## config.mk

```make
export PLATFORM = sky130hd
export DESIGN_NAME = shift_seq_ctrl
export DESIGN_NICKNAME = d
export VERILOG_FILES = /design/src/rtl/shift_seq_ctrl.sv
export SDC_FILE = /design/constraint.sdc
export NUM_CORES = 1
export LEC_CHECK = 0
export CORE_ASPECT_RATIO = 0.9
export CORE_UTILIZATION = 40
export DETAILED_ROUTE_END_ITERATION = 6
export MAX_ROUTING_LAYER = met4
export PLACE_DENSITY = 0.78
export SYNTH_ARGS = -nofsm -noshare
export SYNTH_HDL_FRONTEND = slang
export SYNTH_SLANG_ARGS = --single-unit
```

## constraint.sdc

```tcl
create_clock -name clk -period 3.1 [get_ports clk]
set_clock_uncertainty 0.15 [all_clocks]
set_input_delay 0.62 -clock clk [delete_from_list [all_inputs] [get_ports clk]]
set_output_delay 0.62 -clock clk [all_outputs]
set_load 0.005 [all_outputs]
```

## src/rtl/shift_seq_ctrl.sv

```systemverilog
`default_nettype none
// ============================================================================
// Module   : shift_seq_ctrl
// Purpose  : Sequencer for a load/shift-left/shift-right/hold register.
//            Each accepted start command produces one parallel load followed
//            by amt single-bit shifts. The shifts can be logical, rotate or
//            arithmetic, and can go left or right. The result is read back on
//            q_fb.
// Ports    : clk, rst_n        clock, asynchronous active-low reset
//            start             command strobe (sampled only in IDLE)
//            dir               0 = left (toward MSB), 1 = right
//            mode              00 logical, 01 rotate, 10 arithmetic, 11 illegal
//            amt               shift amount, legal range 0..WIDTH
//            d_in              operand to load
//            abort             cancels an active command
//            q_fb              register Q, fed back
//            s                 register op: 11 load, 10 left, 01 right, 00 hold
//            sl, sr            fill bits for the LSB / MSB
//            d_out             register D input
//            busy, done, err   status (done and err are one-cycle pulses)
// Revision : 1.0  initial release
// ============================================================================
module shift_seq_ctrl #(
  parameter int WIDTH = 32,
  parameter int CW    = 6
) (
  input  logic             clk,
  input  logic             rst_n,
  input  logic             start,
  input  logic             dir,
  input  logic [1:0]       mode,
  input  logic [CW-1:0]    amt,
  input  logic [WIDTH-1:0] d_in,
  input  logic             abort,
  input  logic [WIDTH-1:0] q_fb,
  output logic [1:0]       s,
  output logic             sl,
  output logic             sr,
  output logic [WIDTH-1:0] d_out,
  output logic             busy,
  output logic             done,
  output logic             err
);

  typedef enum logic [2:0] {
    ST_IDLE  = 3'd0,
    ST_LOAD  = 3'd1,
    ST_SHIFT = 3'd2,
    ST_FIN   = 3'd3,
    ST_REJ   = 3'd4
  } state_t;

  localparam logic [1:0] MODE_ROT   = 2'b01;
  localparam logic [1:0] MODE_ARITH = 2'b10;
  localparam logic [1:0] MODE_ILL   = 2'b11;

  state_t        state;
  state_t        state_nxt;
  logic [CW-1:0] cnt;
  logic          lat_dir;
  logic [1:0]    lat_mode;
  logic [CW-1:0] lat_amt;

  // Next state. In IDLE the decision uses the live command inputs because
  // they are latched on the same edge. After that, only latched values are
  // used, so changes on the inputs cannot disturb a running command.
  always_comb begin
    state_nxt = state;
    case (state)
      ST_IDLE: begin
        if (start) begin
          if (mode == MODE_ILL || amt > CW'(WIDTH)) state_nxt = ST_REJ;
          else                                     state_nxt = ST_LOAD;
        end
      end
      ST_LOAD: begin
        if (abort)                     state_nxt = ST_IDLE;
        else if (lat_amt == '0)        state_nxt = ST_FIN;
        else                           state_nxt = ST_SHIFT;
      end
      ST_SHIFT: begin
        if (abort)                     state_nxt = ST_IDLE;
        else if (cnt == CW'(1))        state_nxt = ST_FIN;
      end
      ST_FIN:  state_nxt = ST_IDLE;
      ST_REJ:  state_nxt = ST_IDLE;
      default: state_nxt = ST_IDLE;
    endcase
  end

  // State, counter, latched command and registered outputs. The outputs are
  // decoded from the next state, so they line up with the registered state.
  always_ff @(posedge clk or negedge rst_n) begin
    if (!rst_n) begin
      state    <= ST_IDLE;
      cnt      <= '0;
      lat_dir  <= 1'b0;
      lat_mode <= 2'b00;
      lat_amt  <= '0;
      s        <= 2'b00;
      d_out    <= '0;
      busy     <= 1'b0;
      done     <= 1'b0;
      err      <= 1'b0;
    end else begin
      state <= state_nxt;

      if (state == ST_IDLE && start) begin
        lat_dir  <= dir;
        lat_mode <= mode;
        lat_amt  <= amt;
      end

      if (state == ST_LOAD)                       cnt <= lat_amt;
      else if (state == ST_SHIFT && cnt != '0)    cnt <= cnt - CW'(1);

      s     <= 2'b00;
      d_out <= '0;
      busy  <= 1'b0;
      done  <= 1'b0;
      err   <= 1'b0;
      case (state_nxt)
        ST_LOAD: begin
          // LOAD is entered only from IDLE, on the edge that latches d_in
          s     <= 2'b11;
          d_out <= d_in;
          busy  <= 1'b1;
        end
        ST_SHIFT: begin
          s    <= lat_dir ? 2'b01 : 2'b10;
          busy <= 1'b1;
        end
        ST_FIN:  done <= 1'b1;
        ST_REJ:  err  <= 1'b1;
        default: ;
      endcase
    end
  end

  // Fill bits follow the live register contents. They are qualified by the
  // registered op code, so they stay low unless a shift is in progress.
  assign sl = (s == 2'b10) && (lat_mode == MODE_ROT) && q_fb[WIDTH-1];
  assign sr = (s == 2'b01) &&
              (((lat_mode == MODE_ROT)   && q_fb[0]) ||
               ((lat_mode == MODE_ARITH) && q_fb[WIDTH-1]));

  // Only the end bits of the fed-back word determine the fill values
  logic unused_q_mid;
  assign unused_q_mid = ^q_fb[WIDTH-2:1];

endmodule
`default_nettype wire
```

==> results of run 1 <==
flip-flops by register name, indices dropped and copies added, names as in the netlist:
signal,flops
busy,1
cnt,6
d_out,32
done,1
err,1
lat_amt,6
lat_dir,1
lat_mode,2
s,2
state,3
metal layers:
metal	GRT usage [%]	up-vias	part of all wire [%]
li1	-	728	-
met1	21.4	704	41
met2	28.4	64	49
met3	4.71	7	7.6
met4	8.48	0	2.1
met5	-	-	0
synth_stat cells:
library cell and count:
dfrtp_1 55, and2_1 32, nand2_1 9, mux2_2 8, o21ai_0 6, buf_6 4
inv_1 4, a211oi_1 3, ha_1 3, nand3_1 3, nor2_1 3, nor3b_1 3
xnor2_1 3, a21boi_0 2, a21oi_1 2, nor3_1 2, nor4_1 2, o21bai_1 2
or4_1 2, a21o_1 1, a21oi_2 1, and3_1 1, and3b_1 1, buf_2 1
clkbuf_1 1, mux2i_1 1, nand2b_1 1, nand4b_1 1, nor2b_1 1, nor4b_2 1
o21ai_1 1, o21ai_2 1, o21ba_2 1, or2_2 1, or3_1 1, or3b_1 1
or3b_2 1
metrics by stage:
| step | instances | cell area, um2 | hold slack [ns] | setup slack (ns) | utilization, % |
|---|---|---|---|---|---|
| after floorplan | 166 | 2140 | 0.174 | 1.10 | - |
| after global placement | 315 | 3070 | 0.288 | 0.359 | 61.5 |
| after detailed placement | 315 | 3070 | 0.301 | 0.338 | 61.5 |
| after CTS | 323 | 3170 | 0.278 | 0.334 | 63.5 |
| after global routing | 323 | 3170 | 0.309 | 0.234 | 63.5 |
| final | 323 | 3170 | 0.246 | 0.338 | 63.5 |
critical path, stage by stage:
cell and delay [ns]:
clkdlybuf4s50_1 0.48, and3b_1 0.15, a21oi_1 0.04, nor3b_1 0.17, clkdlybuf4s50_1 0.53
cell type report:
| class | instances | area (um2) |
|---|---|---|
| fill | 404 | 1820 |
| tap | 65 | 81.3 |
| sequential | 55 | 1380 |
| inverter | 4 | 15.0 |
| timing repair buffer | 90 | 896 |
| multi-input combinational | 101 | 698 |
| clock buffer | 8 | 100 |
cells by family after synthesis:
logic type | after synthesis | share of synthesized area, %
buffers and inverters | 10 | 3.21
DFF | 55 | 64.2
and+or+nand+nor | 66 | 18.7
muxes | 9 | 4.67
adders and majority gates | 3 | 1.75
AOI/OAI and AO/OA | 20 | 6.19
xor gates and xnor gates | 3 | 1.23
power groups by stage:
stage	clock network, W	logic (W)	registers (W)
final	0.000420	0.000363	0.000888
after global routing	0.000464	0.000411	0.000903
after CTS	0.000433	0.000369	0.000888
after detailed placement	0	0.000364	0.000901
after global placement	0	0.000354	0.000895
after floorplan	0	0.000202	0.000882
how the worst min path moves through the flow:
stage | endpoint | slack [ns] | cells after the start
final | d_out[7] | 0.25 | 1
after global routing | d_out[7] | 0.31 | 1
after CTS | d_out[11] | 0.28 | 1
after detailed placement | s[1] | 0.30 | 1
after global placement | s[1] | 0.29 | 1
after floorplan | busy | 0.17 | 0
==> summary.txt, run 1 <==
Route
  • Post-route ant nets: 0
  • DRC: 0
  • Avg WL per Cell: about 13 um
  • DR vias: between 1500 and 2000
  • DRT iter0 DRCs: 98
  • Via/cell ratio: approximately 4.7
  • Final wirelength: about 4.2 mm
  • TritonRoute pass-1 iters: 4

Global route
  • Total grt overflow: 0
  • First-pass GRT wire length: roughly 7.3 mm
  • Largest net degree at the start of global routing: 39
  • Number of global-route vias before repair: between 1500 and 2000
  • Initial antenna violation count: 0
  • Tot GR Track Use: 17.9%

Pwr
  • Combinational share of power: between 20% and 30%
  • Flop pwr share: 53.2%
  • Clock power frac: 25.1%
  • Net switching power figure: 0.000444 W
  • PwrDens: 528 nW/um2
  • VDD IR max: ~0.00032 V
  • Int Pwr: 0.00123 W
  • Sw Ratio: 26.5%
  • Leakage Power: about 1.4 nW
  • Final Power: about 0.0017 W

Worst setup path
  • Worst-case reg-to-reg path depth: 6
  • Worst setup endpoint: sr
  • Arr. time, crit path: 1.99 ns
  • Nature of the critical path endpoint: primary output
  • R2r startpoint: cnt[0]
  • Critical path fanouts, max: 2
  • Setup crit start kind: primary input
  • Critical Path RT: 2.33 ns
  • Crit Path Category: primary input to primary output
  • Worst setup startpoint: q_fb[31]
  • Reg2Reg Capture Point: cnt[4]
  • Reg-to-reg slack, setup: 1.16 ns

Timing
  • Pins over their slew limit: 0
  • Pin slew with the least headroom to its limit: ~0.80 ns
  • # setup viols final: 0
  • Final period utilization: between 80% and 90%
  • Setup TNS: 0 ns
  • Worst slew margin: 46.8%
  • RSZ-0062 raised after global routing: false
  • FMAX: roughly 0.36 GHz
  • Crit path time final: between 2 and 3 ns
  • Fin. Hold Viols: 0

Final layout
  • Antenna cell count: 0
  • Commonest non-fill, non-tap cells in the layout: clkdlybuf4s50_1 (84), dfrtp_1 (55), and2_1 (32)
  • Commonest non-fill, non-tap cell in the layout: clkdlybuf4s50_1
  • Final net count: 337
  • Area delta synth->final: 47.8%
  • Layout cell share with drive strength beyond 1: 10.5%

Yosys
  • Share of the synthesized area in the top cell type: 64.2%
  • Yosys warns: 0
  • Syn_nets: 246
  • Synth Instances: between 150 and 200
  • Yosys cell types: 37
  • Syn avg cell area: 12.9 um2
  • Sequential-to-total area share from yosys stat: 64.2%
  • Mapped Area: 2140 um2
  • Post-synthesis register bit count: 55
  • Dominant cell type by area after synthesis: dfrtp_1
  • Synth area leaders: dfrtp_1 (64%), and2_1 (9.3%), mux2_2 (4.2%), buf_6 (2.1%), ha_1 (1.8%)

Floorplanning
  • Initial Util: a little over two fifths
  • Row count: 24
  • Placeable Area: 4980 um2
  • Chip Width: ~79 um
  • DIE HEIGHT: ~71 um
  • IO Pins: about 120
  • DIE AREA: between 5000 and 6000 um2

Placement
  • Routability cong.: 0.857
  • PortBufs: 85
  • HPWL after DPL: ~3.2 mm

Clock tree
  • CTS Hold Bufs: 0
  • CTS tree: done
  • Clock-pin slew on the worst setup and hold paths: about 0.090 ns
  • Post-CTS Resized: 0
  • Root buf cell: clkbuf_8
  • CTS max path bufs: 2
  • Clk sinks: 55
  • H-tree levels: 2
  • Later-pin clock latency in the skew report: about 0.3 ns
  • Num CTS Buffers: 5
  • Setup Buffers After CTS: 0

Min path
  • Hold Crit Class: primary input to asynchronous set/reset pin

Run status
  • Status: completed

Flow run
  • Max_cap viols: 0
Note: power is estimated with default switching activity, not from simulation.
==> run 2: changes to the inputs <==
RECOVER_POWER = 100   (was unset)
==> run 2 against run 1 <==
Against the previous run:
- the run now ends with capacitance limit, slew limit left
- critical path depth did not move
- count of clock-buffer cells in the layout did not move
- combinational power fell by 5%
- clock power barely moved
- global-route usage did not move
- critical path type unchanged
==> summary.txt, run 2 (synthesized netlist as in run 1, its figures left out) <==
Worst setup path
  • Critical Path RT: 2.33 ns (about the same)
  • Nature of the critical path endpoint: primary output
  • Worst setup startpoint: q_fb[31]
  • Crit Path Category: primary input to primary output
  • Worst-case reg-to-reg path depth: 3 (-3)
  • Critical path fanouts, max: 2 (unchanged)
  • Setup crit start kind: primary input
  • R2r startpoint: state[0]
  • Arr. time, crit path: 2.04 ns (+0.05 ns)

Pwr
  • PwrDens: 526 nW/um2 (-0.31%)
  • Final Power: 0.00165 W (-1.1%)
  • VDD IR max: 0.000321 V (-0.89%)
  • Leakage Power: 1.49 nW (+6.6%)

Final layout
  • Max FFs per register: 32 (unchanged)
  • Antenna cell count: 0 (unchanged)
  • Largest regs: d_out (32), cnt (6), lat_amt (6)
  • Fin util: 63.0% (-0.53 points)
  • Area delta synth->final: 46.5%
  • Commonest non-fill, non-tap cell in the layout: dfrtp_1
  • Layout Cells excl Fill: 323 (unchanged)
  • Top reg by flops: d_out
  • # fillers: 411 (+1.7%)
  • Commonest non-fill, non-tap cells in the layout: dfrtp_1 (55), clkdlybuf4s50_1 (43), dlygate4sd3_1 (41)
  • Final net count: 337 (unchanged)
  • Layout cell share with drive strength beyond 1: 7.75% (-2.7 points)

Placement
  • Placed insts: 315 (unchanged)
  • HPWL after DPL: 3.16 mm (unchanged)
  • Routability cong.: 0.857 (unchanged)
  • PortBufs: 85 (unchanged)

Timing
  • Worst slew margin: -26.2% (-73 points)
  • # setup viols final: 0 (unchanged)
  • FMAX: 0.356 GHz (-1.7%)
  • Crit path time final: 2.81 ns (+0.0482 ns)
  • Fin. Hold Viols: 0 (unchanged)
  • Final period utilization: 90.6% (+1.6 points)
  • Pin slew with the least headroom to its limit: 1.89 ns (+1.09 ns)
  • Setup TNS: 0 ns (unchanged)
  • RSZ-0062 raised after global routing: false
  • Pins over their slew limit: 39 (+39)
  • Final Hold Slack: 0.314 ns (+0.0685 ns)

Clock tree
  • H-tree levels: 2 (unchanged)
  • Post-CTS Resized: 0 (unchanged)
  • CTS tree: done
  • CTS Hold Bufs: 0 (unchanged)
  • CTS max path bufs: 2 (unchanged)
  • Setup Buffers After CTS: 0 (unchanged)
  • Later-pin clock latency in the skew report: 0.30 ns (about the same)
  • Clock-pin slew on the worst setup and hold paths: 0.09 ns (about the same)
  • Root buf cell: clkbuf_8
  • Clk sinks: 55 (unchanged)
  • Num CTS Buffers: 5 (unchanged)

Route
  • Post-route ant nets: 0 (unchanged)
  • DRC: 0 (unchanged)
  • DR vias: 1534 (+2.1%)
  • DRT iter0 DRCs: 114 (+16%)
  • Final wirelength: 4.25 mm (+0.24%)
  • Via/cell ratio: 4.75 (+2.1%)
  • Avg WL per Cell: 13.2 um (+0.24%)
  • TritonRoute pass-1 iters: 4 (unchanged)

Global route
  • First-pass GRT wire length: 7.35 mm (unchanged)
  • Largest net degree at the start of global routing: 39 (unchanged)
  • Tot GR Track Use: 17.9% (unchanged)
  • Initial antenna violation count: 0 (unchanged)
  • Number of global-route vias before repair: 1589 (unchanged)
  • Total grt overflow: 0 (unchanged)

Floorplanning
  • DIE HEIGHT: 71.4 um (unchanged)
  • Chip Width: 79.2 um (unchanged)
  • DIE AREA: 5660 um2 (unchanged)
  • IO Pins: 116 (unchanged)
  • Placeable Area: 4980 um2 (unchanged)
  • Row count: 24 (unchanged)
  • Initial Util: 43.0% (unchanged)

Min path
  • Hold Crit Class: flop to flop
  • Hold depth: 1
  • Worst Hold Launch: lat_dir

Flow run
  • Max_cap viols: 1 (+1)

Run status
  • Violated checks: capacitance limit, slew limit
  • Status: complete, but fails checks
## run 2: cell types whose count changed in the layout (fill, tap and decap cells not counted), moves of 2 or more
cell,before,now
and2_0,0,13
and2_1,32,19
clkdlybuf4s50_1,84,43
buf_4,4,1
dlygate4sd3_1,0,41
o21ai_0,6,8
clkbuf_1,1,5
## run 2: cell type report
| type | instances | area (um2) | area share [%] |
|---|---|---|---|
| Sequential cell | 55 | 1380 | 43.8 |
| Timing Repair Buffer | 90 | 883 | 28.1 |
| Multi-Input combinational cell | 101 | 684 | 21.8 |
| Clock buffer | 8 | 100 | 3.19 |
| Tap cell | 65 | 81.3 | 2.59 |
| Inverter | 4 | 15.0 | 0.478 |
## run 2: power breakdown
group          internal, W  leakage (nW)  switching [W]  total, W
logic             0.000198         0.715       0.000147  0.000345
clock network     0.000204        0.0515       0.000217  0.000421
registers         0.000809         0.726      0.0000765  0.000886
total              0.00121          1.49       0.000440   0.00165
## run 2: through the flow
| step | cell area [um2] | worst slack, ns |
|---|---|---|
| after floorplan | 2140 | 1.10 |
| after global placement | 3070 | 0.359 |
| after detailed placement | 3070 | 0.338 |
| after CTS | 3170 | 0.334 |
| after global routing | 3140 | 0.187 |
| final | 3140 | 0.290 |
## run 2: routing by layer
metal | part of all wire [%] | up-vias | track usage (%)
li1 | - | 729 | -
met1 | 40 | 729 | 21.4
met2 | 50 | 69 | 28.4
met3 | 8.2 | 7 | 4.71
met4 | 2.0 | 0 | 8.48
met5 | 0 | - | -
## run 2: worst paths after layout
path	slack (ns)	end
min in group asynchronous	0.68	d_out[11]
max in group asynchronous	0.84	cnt[2]
min reg2reg	0.31	s[1]
min	0.31	s[1]
max	0.29	sr
max reg2reg	1.08	lat_amt[1]
## run 2: critical path: stages
cell	delay, ns
clkdlybuf4s50_1	0.48
and3b_1	0.15
a21oi_1	0.04
nor3b_1	0.16
dlygate4sd3_1	0.59
